## src/rtl/branch_resolve_queue_pkg.sv

```systemverilog
`default_nettype none
// +--------------------------------------------------------------------------+
// | branch_resolve_queue_pkg                                                 |
// | Fetch-stage shared defaults, entry record layout and helper functions.   |
// | Rev 1.0                                                                  |
// +--------------------------------------------------------------------------+
package branch_resolve_queue_pkg;

    localparam int c_bq_depth = 4;
    localparam int c_bq_idx_w = 5;

    // Packed layout of one in-flight branch.
    // The queue stores this same field order as a flat vector.
    typedef struct packed {
        logic [31:0]           pc;
        logic [c_bq_idx_w-1:0] idx;
        logic                  taken;
        logic [31:0]           target;
    } bq_entry_t;

    function automatic int bq_entry_w(input int idx_w);
        return 32 + idx_w + 1 + 32;
    endfunction

    // The target only matters when both the prediction and the outcome are taken.
    function automatic logic bq_mispredict(
        input logic        st_taken,
        input logic [31:0] st_target,
        input logic        res_taken,
        input logic [31:0] res_target
    );
        return (st_taken != res_taken) || (st_taken && res_taken && (st_target != res_target));
    endfunction

endpackage
`default_nettype wire

```

## src/rtl/branch_resolve_queue_storage.sv

```systemverilog
`default_nettype none
// +--------------------------------------------------------------------------+
// | branch_resolve_queue_storage                                             |
// | DEPTH-entry register array, one write port, one async read port.         |
// | Rev 1.0                                                                  |
// +--------------------------------------------------------------------------+
module branch_resolve_queue_storage #(
    parameter int DEPTH = 4,
    parameter int WIDTH = 70,
    parameter int PTR_W = 2
) (
    input  logic             clk_i,
    input  logic             wr_en_i,
    input  logic [PTR_W-1:0] wr_addr_i,
    input  logic [WIDTH-1:0] wr_data_i,
    input  logic [PTR_W-1:0] rd_addr_i,
    output logic [WIDTH-1:0] rd_data_o
);

    logic [WIDTH-1:0] r_mem [DEPTH];

    // Contents are qualified by the owner's count, so no reset is needed.
    always_ff @(posedge clk_i) begin
        if (wr_en_i) begin
            r_mem[wr_addr_i] <= wr_data_i;
        end
    end

    assign rd_data_o = r_mem[rd_addr_i];

endmodule
`default_nettype wire

```

## src/rtl/branch_resolve_queue.sv

```systemverilog
`default_nettype none
// +--------------------------------------------------------------------------+
// | branch_resolve_queue                                                     |
// | FIFO of predicted branches; emits predictor updates and redirects.       |
// | Rev 1.0                                                                  |
// +--------------------------------------------------------------------------+
module branch_resolve_queue
    import branch_resolve_queue_pkg::*;
#(
    parameter int DEPTH = c_bq_depth,
    parameter int IDX_W = c_bq_idx_w
) (
    input  logic             clk_i,
    input  logic             rst_i,
    input  logic             push_valid_i,
    output logic             push_ready_o,
    input  logic [31:0]      push_pc_i,
    input  logic [IDX_W-1:0] push_idx_i,
    input  logic             push_taken_i,
    input  logic [31:0]      push_target_i,
    input  logic             res_valid_i,
    input  logic             res_taken_i,
    input  logic [31:0]      res_target_i,
    output logic             upd_valid_o,
    output logic [IDX_W-1:0] upd_idx_o,
    output logic             upd_taken_o,
    output logic             redirect_valid_o,
    output logic [31:0]      redirect_pc_o,
    output logic             res_err_o
);

    localparam int               c_ptr_w   = $clog2(DEPTH);
    localparam int               c_entry_w = bq_entry_w(IDX_W);
    localparam logic [c_ptr_w:0] c_full    = (c_ptr_w + 1)'(DEPTH);

    logic [c_ptr_w-1:0]   r_wr_ptr;
    logic [c_ptr_w-1:0]   r_rd_ptr;
    logic [c_ptr_w:0]     r_count;

    logic                 w_do_push;
    logic                 w_do_res;
    logic                 w_mispredict;
    logic [c_entry_w-1:0] w_push_data;
    logic [c_entry_w-1:0] w_head;
    logic [31:0]          w_head_pc;
    logic [IDX_W-1:0]     w_head_idx;
    logic                 w_head_taken;
    logic [31:0]          w_head_target;

    // No bypass: a full queue refuses pushes even while the head resolves.
    assign push_ready_o = (r_count != c_full);
    assign w_do_push    = push_valid_i && push_ready_o;
    assign w_do_res     = res_valid_i && (r_count != '0);

    assign w_push_data = {push_pc_i, push_idx_i, push_taken_i, push_target_i};

    assign w_head_target = w_head[31:0];
    assign w_head_taken  = w_head[32];
    assign w_head_idx    = w_head[33 +: IDX_W];
    assign w_head_pc     = w_head[33 + IDX_W +: 32];

    assign w_mispredict = w_do_res &&
                          bq_mispredict(w_head_taken, w_head_target, res_taken_i, res_target_i);

    branch_resolve_queue_storage #(
        .DEPTH (DEPTH),
        .WIDTH (c_entry_w),
        .PTR_W (c_ptr_w)
    ) u_storage (
        .clk_i     (clk_i),
        .wr_en_i   (w_do_push && !w_mispredict),
        .wr_addr_i (r_wr_ptr),
        .wr_data_i (w_push_data),
        .rd_addr_i (r_rd_ptr),
        .rd_data_o (w_head)
    );

    always_ff @(posedge clk_i or posedge rst_i) begin
        if (rst_i) begin
            r_wr_ptr <= '0;
            r_rd_ptr <= '0;
            r_count  <= '0;
        end else if (w_mispredict) begin
            // Flush everything younger, including a push arriving this cycle.
            r_rd_ptr <= r_wr_ptr;
            r_count  <= '0;
        end else begin
            if (w_do_push) begin
                r_wr_ptr <= r_wr_ptr + c_ptr_w'(1);
            end
            if (w_do_res) begin
                r_rd_ptr <= r_rd_ptr + c_ptr_w'(1);
            end
            r_count <= r_count + {{c_ptr_w{1'b0}}, w_do_push} - {{c_ptr_w{1'b0}}, w_do_res};
        end
    end

    always_ff @(posedge clk_i or posedge rst_i) begin
        if (rst_i) begin
            upd_valid_o      <= 1'b0;
            upd_idx_o        <= '0;
            upd_taken_o      <= 1'b0;
            redirect_valid_o <= 1'b0;
            redirect_pc_o    <= '0;
            res_err_o        <= 1'b0;
        end else begin
            upd_valid_o      <= w_do_res;
            redirect_valid_o <= w_mispredict;
            if (w_do_res) begin
                upd_idx_o   <= w_head_idx;
                upd_taken_o <= res_taken_i;
            end
            if (w_mispredict) begin
                redirect_pc_o <= res_taken_i ? res_target_i : (w_head_pc + 32'd4);
            end
            if (res_valid_i && (r_count == '0)) begin
                res_err_o <= 1'b1;
            end
        end
    end

endmodule
`default_nettype wire

```

## config.mk

```make
export PLATFORM = sky130hd
export DESIGN_NAME = branch_resolve_queue
export DESIGN_NICKNAME = d
export VERILOG_FILES = /design/src/rtl/branch_resolve_queue_pkg.sv /design/src/rtl/branch_resolve_queue_storage.sv /design/src/rtl/branch_resolve_queue.sv
export SDC_FILE = /design/constraint.sdc
export NUM_CORES = 1
export LEC_CHECK = 0
export ABC_AREA = 0
export BUFFER_PORTS_ARGS = -buffer_cell sky130_fd_sc_hd__buf_2
export CORE_UTILIZATION = 45
export DETAILED_ROUTE_END_ITERATION = 10
export PLACE_DENSITY = 0.7
export SYNTH_ARGS = -nofsm -noshare
export SYNTH_HDL_FRONTEND = slang
export SYNTH_SLANG_ARGS = --single-unit
export TNS_END_PERCENT = 100
```

## constraint.sdc

```tcl
create_clock -name clk_i -period 8.63 [get_ports clk_i]
set_input_delay 1.726 -clock clk_i [delete_from_list [all_inputs] [get_ports clk_i]]
set_output_delay 1.726 -clock clk_i [all_outputs]
set_load 0.02 [all_outputs]
```

# [Word-level counts from Yosys, hierarchy flattened]
# Memories as Yosys holds them, arrays and structs flattened.
# Cells that the tools add are included.
[classes] n_addsub=5 n_eq_ne=3 n_mux=6 bitwise=1 n_reduce_logical=13
[ops] operator="32-bit by 3-bit adder with 32-bit output, second input constant" count=1
[ops] operator="32-bit 2-to-1 mux" count=1
[ops] operator="32-bit != test" count=1
[ops] operator="1-bit logical AND" count=7
[ops] operator="2-bit by 1-bit adder with 2-bit output, second input constant" count=2
[ops] operator="2-bit 2-to-1 mux" count=2
[ops] operator="3-bit by 1-bit adder with 3-bit output" count=1
[ops] operator="3-bit logical NOT" count=1
[ops] operator="3-bit 2-to-1 mux" count=1
[ops] operator="3-bit != test, second input constant" count=1
[ops] operator="3-bit nonzero test" count=1
[ops] operator="3-bit by 1-bit subtractor with 3-bit output" count=1
[ops] operator="1-bit 2-to-1 mux" count=2
[ops] operator="2-bit AND reduction" count=1
[ops] operator="2-bit nonzero test" count=1
[ops] operator="1-bit logical NOT" count=1
[ops] operator="1-bit logical OR" count=1
[ops] operator="1-bit != test" count=1
[ops] operator="1-bit NOT" count=1
[word_totals] reg_bits=48 ramBits=280 inputBits=107 out_inout_bits=42 memories=1
[memory_table] name="u_storage.r_mem" depth=4 width=70 read_ports=1 rd_clocked_by_memory_dff=0 write_ports=1 line_no="branch_resolve_queue_storage.sv:20" text="logic [WIDTH-1:0] r_mem [DEPTH];"

# [Depth between registers and ports, before layout]
# An unclocked memory read counts as a cell.
[depth] depth_word=9 ltp_mapped=12 ltp_nobuf=12

# [By module]
# A second synthesis with hierarchy kept.
[hier_totals] hier_cells=708 area_unflattened_um2=13551.7
[modules_own_cells] module="branch_resolve_queue_storage" instances=1 cells_each=370 area_per_inst_um2=10206.0
[modules_own_cells] module="branch_resolve_queue" instances=1 cells_each=338 area_per_inst_um2=3345.7

# [Worst setup path before layout]
# Ideal clock, no wire load.
[synth_path] path_type="input-to-reg" from="in res_target_i[2]" to="mem u_storage.r_mem[0][0], enable pin" t_arrival_ns=4.425 required_ns=8.194 slack_ns=3.769 cell_stages=6 path_buffers=0 cell_sequence="xnor2_1 nand4_1 nor4_2 a21oi_1 a211oi_2 and2_1"
[synth_between] elab_chain_len=8
[synth_rtl] element="start: declaration" line_no="branch_resolve_queue.sv:23" text="input logic [31:0] res_target_i,"
[synth_rtl] element="32-bit != test" line_no="branch_resolve_queue_pkg.sv:32" text="return (st_taken != res_taken) || (st_taken && res_taken && (st_target != res_target));"
[synth_rtl] element="1-bit logical AND" line_no="branch_resolve_queue_pkg.sv:32"
[synth_rtl] element="1-bit logical OR" line_no="branch_resolve_queue_pkg.sv:32"
[synth_rtl] element="1-bit logical AND" line_no="branch_resolve_queue.sv:62" text="assign w_mispredict = w_do_res &&"
[synth_rtl] element="1-bit logical NOT" line_no="branch_resolve_queue.sv:71" text=".wr_en_i (w_do_push && !w_mispredict),"
[synth_rtl] element="1-bit logical AND" line_no="branch_resolve_queue.sv:71"
[synth_rtl] element="1-bit 2-to-1 mux" line_no="branch_resolve_queue_storage.sv:24" text="if (wr_en_i) begin"
[synth_rtl] element="1-bit 2-to-1 mux (implied by the code)" line_no="branch_resolve_queue_storage.sv:25" text="r_mem[wr_addr_i] <= wr_data_i;"
[synth_rtl] element="end: declaration" line_no="branch_resolve_queue_storage.sv:20"
# Every way passes these cells.

# [Worst setup path in the final report]
[layout_path] from="reg r_rd_ptr[0]" to="mem u_storage.r_mem[2][57], enable pin"
[layout_between] elab_chain_len=9 elab_cells_between_ends=11 cone_classes="2 x eq/ne; 2 x mux; 6 x reduce/logical; 1 x memory"
[layout_rtl] element="start: declaration" line_no="branch_resolve_queue.sv:37" text="logic [c_ptr_w-1:0] r_rd_ptr;"
[layout_rtl] element="start signal: assignment" line_no="branch_resolve_queue.sv:85" text="r_rd_ptr <= r_wr_ptr;"
[layout_rtl] element="start signal: assignment" line_no="branch_resolve_queue.sv:92" text="r_rd_ptr <= r_rd_ptr + c_ptr_w'(1);"
[layout_rtl] element="memory read 4 x 70 bit (*)"
[layout_rtl] element="32-bit != test / 1-bit logical AND (equally long branches)" line_no="branch_resolve_queue_pkg.sv:32"
[layout_rtl] element="1-bit logical AND" line_no="branch_resolve_queue_pkg.sv:32"
[layout_rtl] element="1-bit logical OR (*)" line_no="branch_resolve_queue_pkg.sv:32"
[layout_rtl] element="1-bit logical AND (*)" line_no="branch_resolve_queue.sv:62"
[layout_rtl] element="1-bit logical NOT (*)" line_no="branch_resolve_queue.sv:71"
[layout_rtl] element="1-bit logical AND (*)" line_no="branch_resolve_queue.sv:71"
[layout_rtl] element="1-bit 2-to-1 mux (*)" line_no="branch_resolve_queue_storage.sv:24"
[layout_rtl] element="1-bit 2-to-1 mux (implied by the code) (*)" line_no="branch_resolve_queue_storage.sv:25"
# Mark *: on every way between the ends. The rest lies on a longest branch, timed or not.

==> results.toml <==
[clocking]
clk_latency_ns = 0.51
cts_tree = "done"
path_clk_slew_ns = 0.06
cts_hold_buf = 0
cts_resized = 0
cts_sinks = 328
post_cts_buffers = 0
cts_root_buffer = "clkbuf_16"
cts_buffers = 34
htreeDepth = 2
clockBufferDepth = 3

[route]
vias = 7022
drc = 0
wl_per_cell_um = 22.3
drt-pass1-iter-count = 4
drt_wl_total_um = 28700
drt_iter0_markers = 618
viasPerCell = 5.46
postRouteAntennaNets = 0

[worst_setup_path]
critical-path-slowest-cell = "dfrtp_4"
rr_worst_depth = 8
r2r-end = "u_storage.r_mem[2][57]$_DFFE_PP_"
worstSetupPathType = "register to register"
r2r-start = "r_rd_ptr[0]$_DFFE_PP0P_"
crit_fanout = 70
cp.required_ns = 8.74
path_cells = "buf_4, mux4_2, xnor2_1, nand4_1, nor4_2, a21oi_1, a211oi_2, and2_4"
slowest_delay_ns = 1.05
endpoint_kind = "register"
path_buf_inv = 1
ff2ff_setup_slack_ns = 3.67
cp.arrival_ns = 5.07
crit_family = "simple AND/OR/NAND/NOR gates"
start_kind = "register"

[sta]
post-route-worst-setup-slack_ns = 3.67
hold_viol_final = 0
setup_viol = 0
fin_tns_setup_ns = 0
maxSlewHeadroom_pct = 28.0
fmax_mhz = 202
rsz0062_at_grt = "false"
tightest_slew_ns = 1.08
finalCritPeriodShare_pct = 57.5
finalClockSkew_ns = 0.0209
slew_violations = 0
final.min_clock_period_ns = 4.96

[job]
drv_cap = 0

[hold_path]
holdPathEnd = "res_err_o$_DFFE_PP0P_"
hold_path.startpoint = "res_err_o$_DFFE_PP0P_"
min_path_cells = 1
hold_class = "register to register"

[synthesis]
synth_top_family_by_area = "multiplexers"
syn_nets = 833
netlist_area_um2 = 13400
synth_cells = 717
synth_compound_area_share_pct = 1.90
synth_edf_count = 280
avgSynthCellArea_um2 = 18.7
synthSimpleGateAreaFrac_pct = 5.04
synthMuxAreaShare_pct = 14.9
synth_xor_area_share_pct = 3.86
ys_seq_elements = 328
synthFlopType = "edfxtp_1"
async_flop_share_pct = 14.6
synth_fa_ha_area_share_pct = 0.896
yosys_warnings = 0
yosysUniqueCellTypes = 50
ys_seq_area_share_pct = 71.7

[global_routing]
antenna_found_initial = 3
grt_pass1_wl_um = 43700
gr-total-overflow = 0
grt_max_degree = 71
grt_pass1_vias = 7159
grt_util_all_layers_pct = 19.5

[placed_design]
post-place-ws_ns = 3.56
portBuffers = 148
globalplace.congestion = 0.730
dpl.cell_count = 1224
post-dp-hpwl_um = 18600

[power_and_ir_drop]
power_density_nw_per_um2 = 339
power.leakage_nw = 5.40
vdd_drop_max_v = 0.000161

[floorplanning]
core_area_um2 = 29000
initial_core_util_pct = 46.2
die_w_um = 175
fp-row-count = 62
io_pins = 149
die_area_um2 = 30500
die_h_um = 175

[cells_and_area]
fin_nets = 992
layout.cells.non_filler = 1287
drive_above_1_share_pct = 33.5
syn2layout_area_growth_pct = 15.8

[run_status]
status = "completed"
==> metal layers <==
metal  wire length, µm  GRT usage [%]
met2             13600           30.4
met1             12600           28.1
met5                16              0
met4               586           5.14
met3              1960           4.00
==> worst max-delay path by stage <==
stage | from | to | slack (ns) | cells past startpoint
3_3_place_gp | r_rd_ptr[0]$_DFFE_PP0P_ | u_storage.r_mem[0][57]$_DFFE_PP_ | 3.63 | 8
5_1_grt | r_rd_ptr[0]$_DFFE_PP0P_ | u_storage.r_mem[2][9]$_DFFE_PP_ | 3.20 | 8
3_5_place_dp | r_rd_ptr[0]$_DFFE_PP0P_ | u_storage.r_mem[2][57]$_DFFE_PP_ | 3.56 | 8
2_1_floorplan | res_target_i[2] | u_storage.r_mem[0][0]$_DFFE_PP_ | 3.77 | 6
4_1_cts | r_rd_ptr[0]$_DFFE_PP0P_ | u_storage.r_mem[2][18]$_DFFE_PP_ | 3.54 | 8
6_report | r_rd_ptr[0]$_DFFE_PP0P_ | u_storage.r_mem[2][57]$_DFFE_PP_ | 3.67 | 8
==> where the power goes <==
group	internal, mW	total, mW	switching [mW]
clock network	0.781	1.35	0.570
logic	0.729	1.59	0.857
registers	2.12	2.32	0.206
total	3.63	5.26	1.63
==> final cells by class <==
cell class,instances,area (µm²)
antenna,2,5.00
clock buffer,49,928
clock inverter,12,91.3
fill,2335,13500
inverter,12,45.0
multi-input combinational,347,3580
sequential,328,9610
tap,384,480
timing repair buffer,153,778
==> per-stage QoR <==
stage | util [%] | area (µm²) | power [mW] | hold slack [ns]
after global placement | 50.0 | 14500 | 3.93 | 0.436
final | 53.5 | 15500 | 5.26 | 0.454
after floorplan | - | 13400 | 3.53 | 0.544
after CTS | 53.5 | 15500 | 5.32 | 0.464
after detailed placement | 50.0 | 14500 | 3.96 | 0.452
after global routing | 53.5 | 15500 | 5.53 | 0.478
==> kinds of logic (layout without fill, tap and decap cells) <==
logic type	count (synthesis)	in the layout
flip-flops	328	328
XOR/XNOR	59	59
AO/OA/AOI/OAI	42	42
adder cells (fa/ha/maj)	9	9
AND/OR/NAND/NOR	129	129
buffers and inverters	42	226
other	0	2
multiplexers	108	108
==> registers in the layout (all words and copies together), names as in the netlist <==
register          count
redirect_valid_o      1
r_rd_ptr              2
upd_idx_o             5
u_storage.r_mem     280
r_wr_ptr              2
redirect_pc_o        32
upd_taken_o           1
res_err_o             1
r_count               3
upd_valid_o           1
==> Yosys cell counts (3+ instances only) <==
| master | count | area share, % |
|---|---|---|
| edfxtp_1 | 280 | 63 |
| mux4_2 | 70 | 12 |
| nand2_1 | 58 | 1.6 |
| xnor2_1 | 52 | 3.4 |
| dfrtp_1 | 48 | 9.0 |
| o21ai_0 | 25 | 0.93 |
| mux2_2 | 21 | 1.8 |
| nand4_1 | 14 | 0.65 |
| mux2_1 | 13 | 1.1 |
| clkbuf_1 | 12 | 0.34 |
| inv_1 | 12 | 0.34 |
| and2_1 | 9 | 0.42 |
| nand3_1 | 9 | 0.34 |
| ha_1 | 8 | 0.75 |
| a21oi_1 | 7 | 0.26 |
| nor2_1 | 7 | 0.20 |
| xor2_1 | 7 | 0.46 |
| buf_4 | 6 | 0.34 |
| nor3_1 | 6 | 0.22 |
| buf_2 | 5 | 0.19 |
| buf_6 | 5 | 0.42 |
| mux2i_1 | 4 | 0.30 |
| nor4_1 | 4 | 0.19 |
| and3_1 | 3 | 0.14 |
==> layout by cell type, fill, tap and decap left out, types with 2 or more instances in the layout <==
cell        count
nand3_1         9
xor2_1          7
and4_1          2
diode_2         2
buf_2         148
a21oi_1         7
nand2_1        58
inv_1          11
xnor2_1        52
ha_1            8
or3b_2          2
clkinvlp_4      2
nor4_2          2
mux2_2         21
buf_4           5
dfrtp_1        46
nor2_1          7
and2_4          4
mux4_2         70
clkinv_1        5
nor3_1          6
mux2i_1         4
nand2b_1        2
clkbuf_16      35
clkbuf_1       14
nor2b_1         2
and3_1          3
and2_1          5
clkinv_2        2
nand4_1        14
edfxtp_1      280
mux2_1         13
nor4_1          4
o21ai_0        25
No activity file was read; power rests on OpenSTA's default activity.
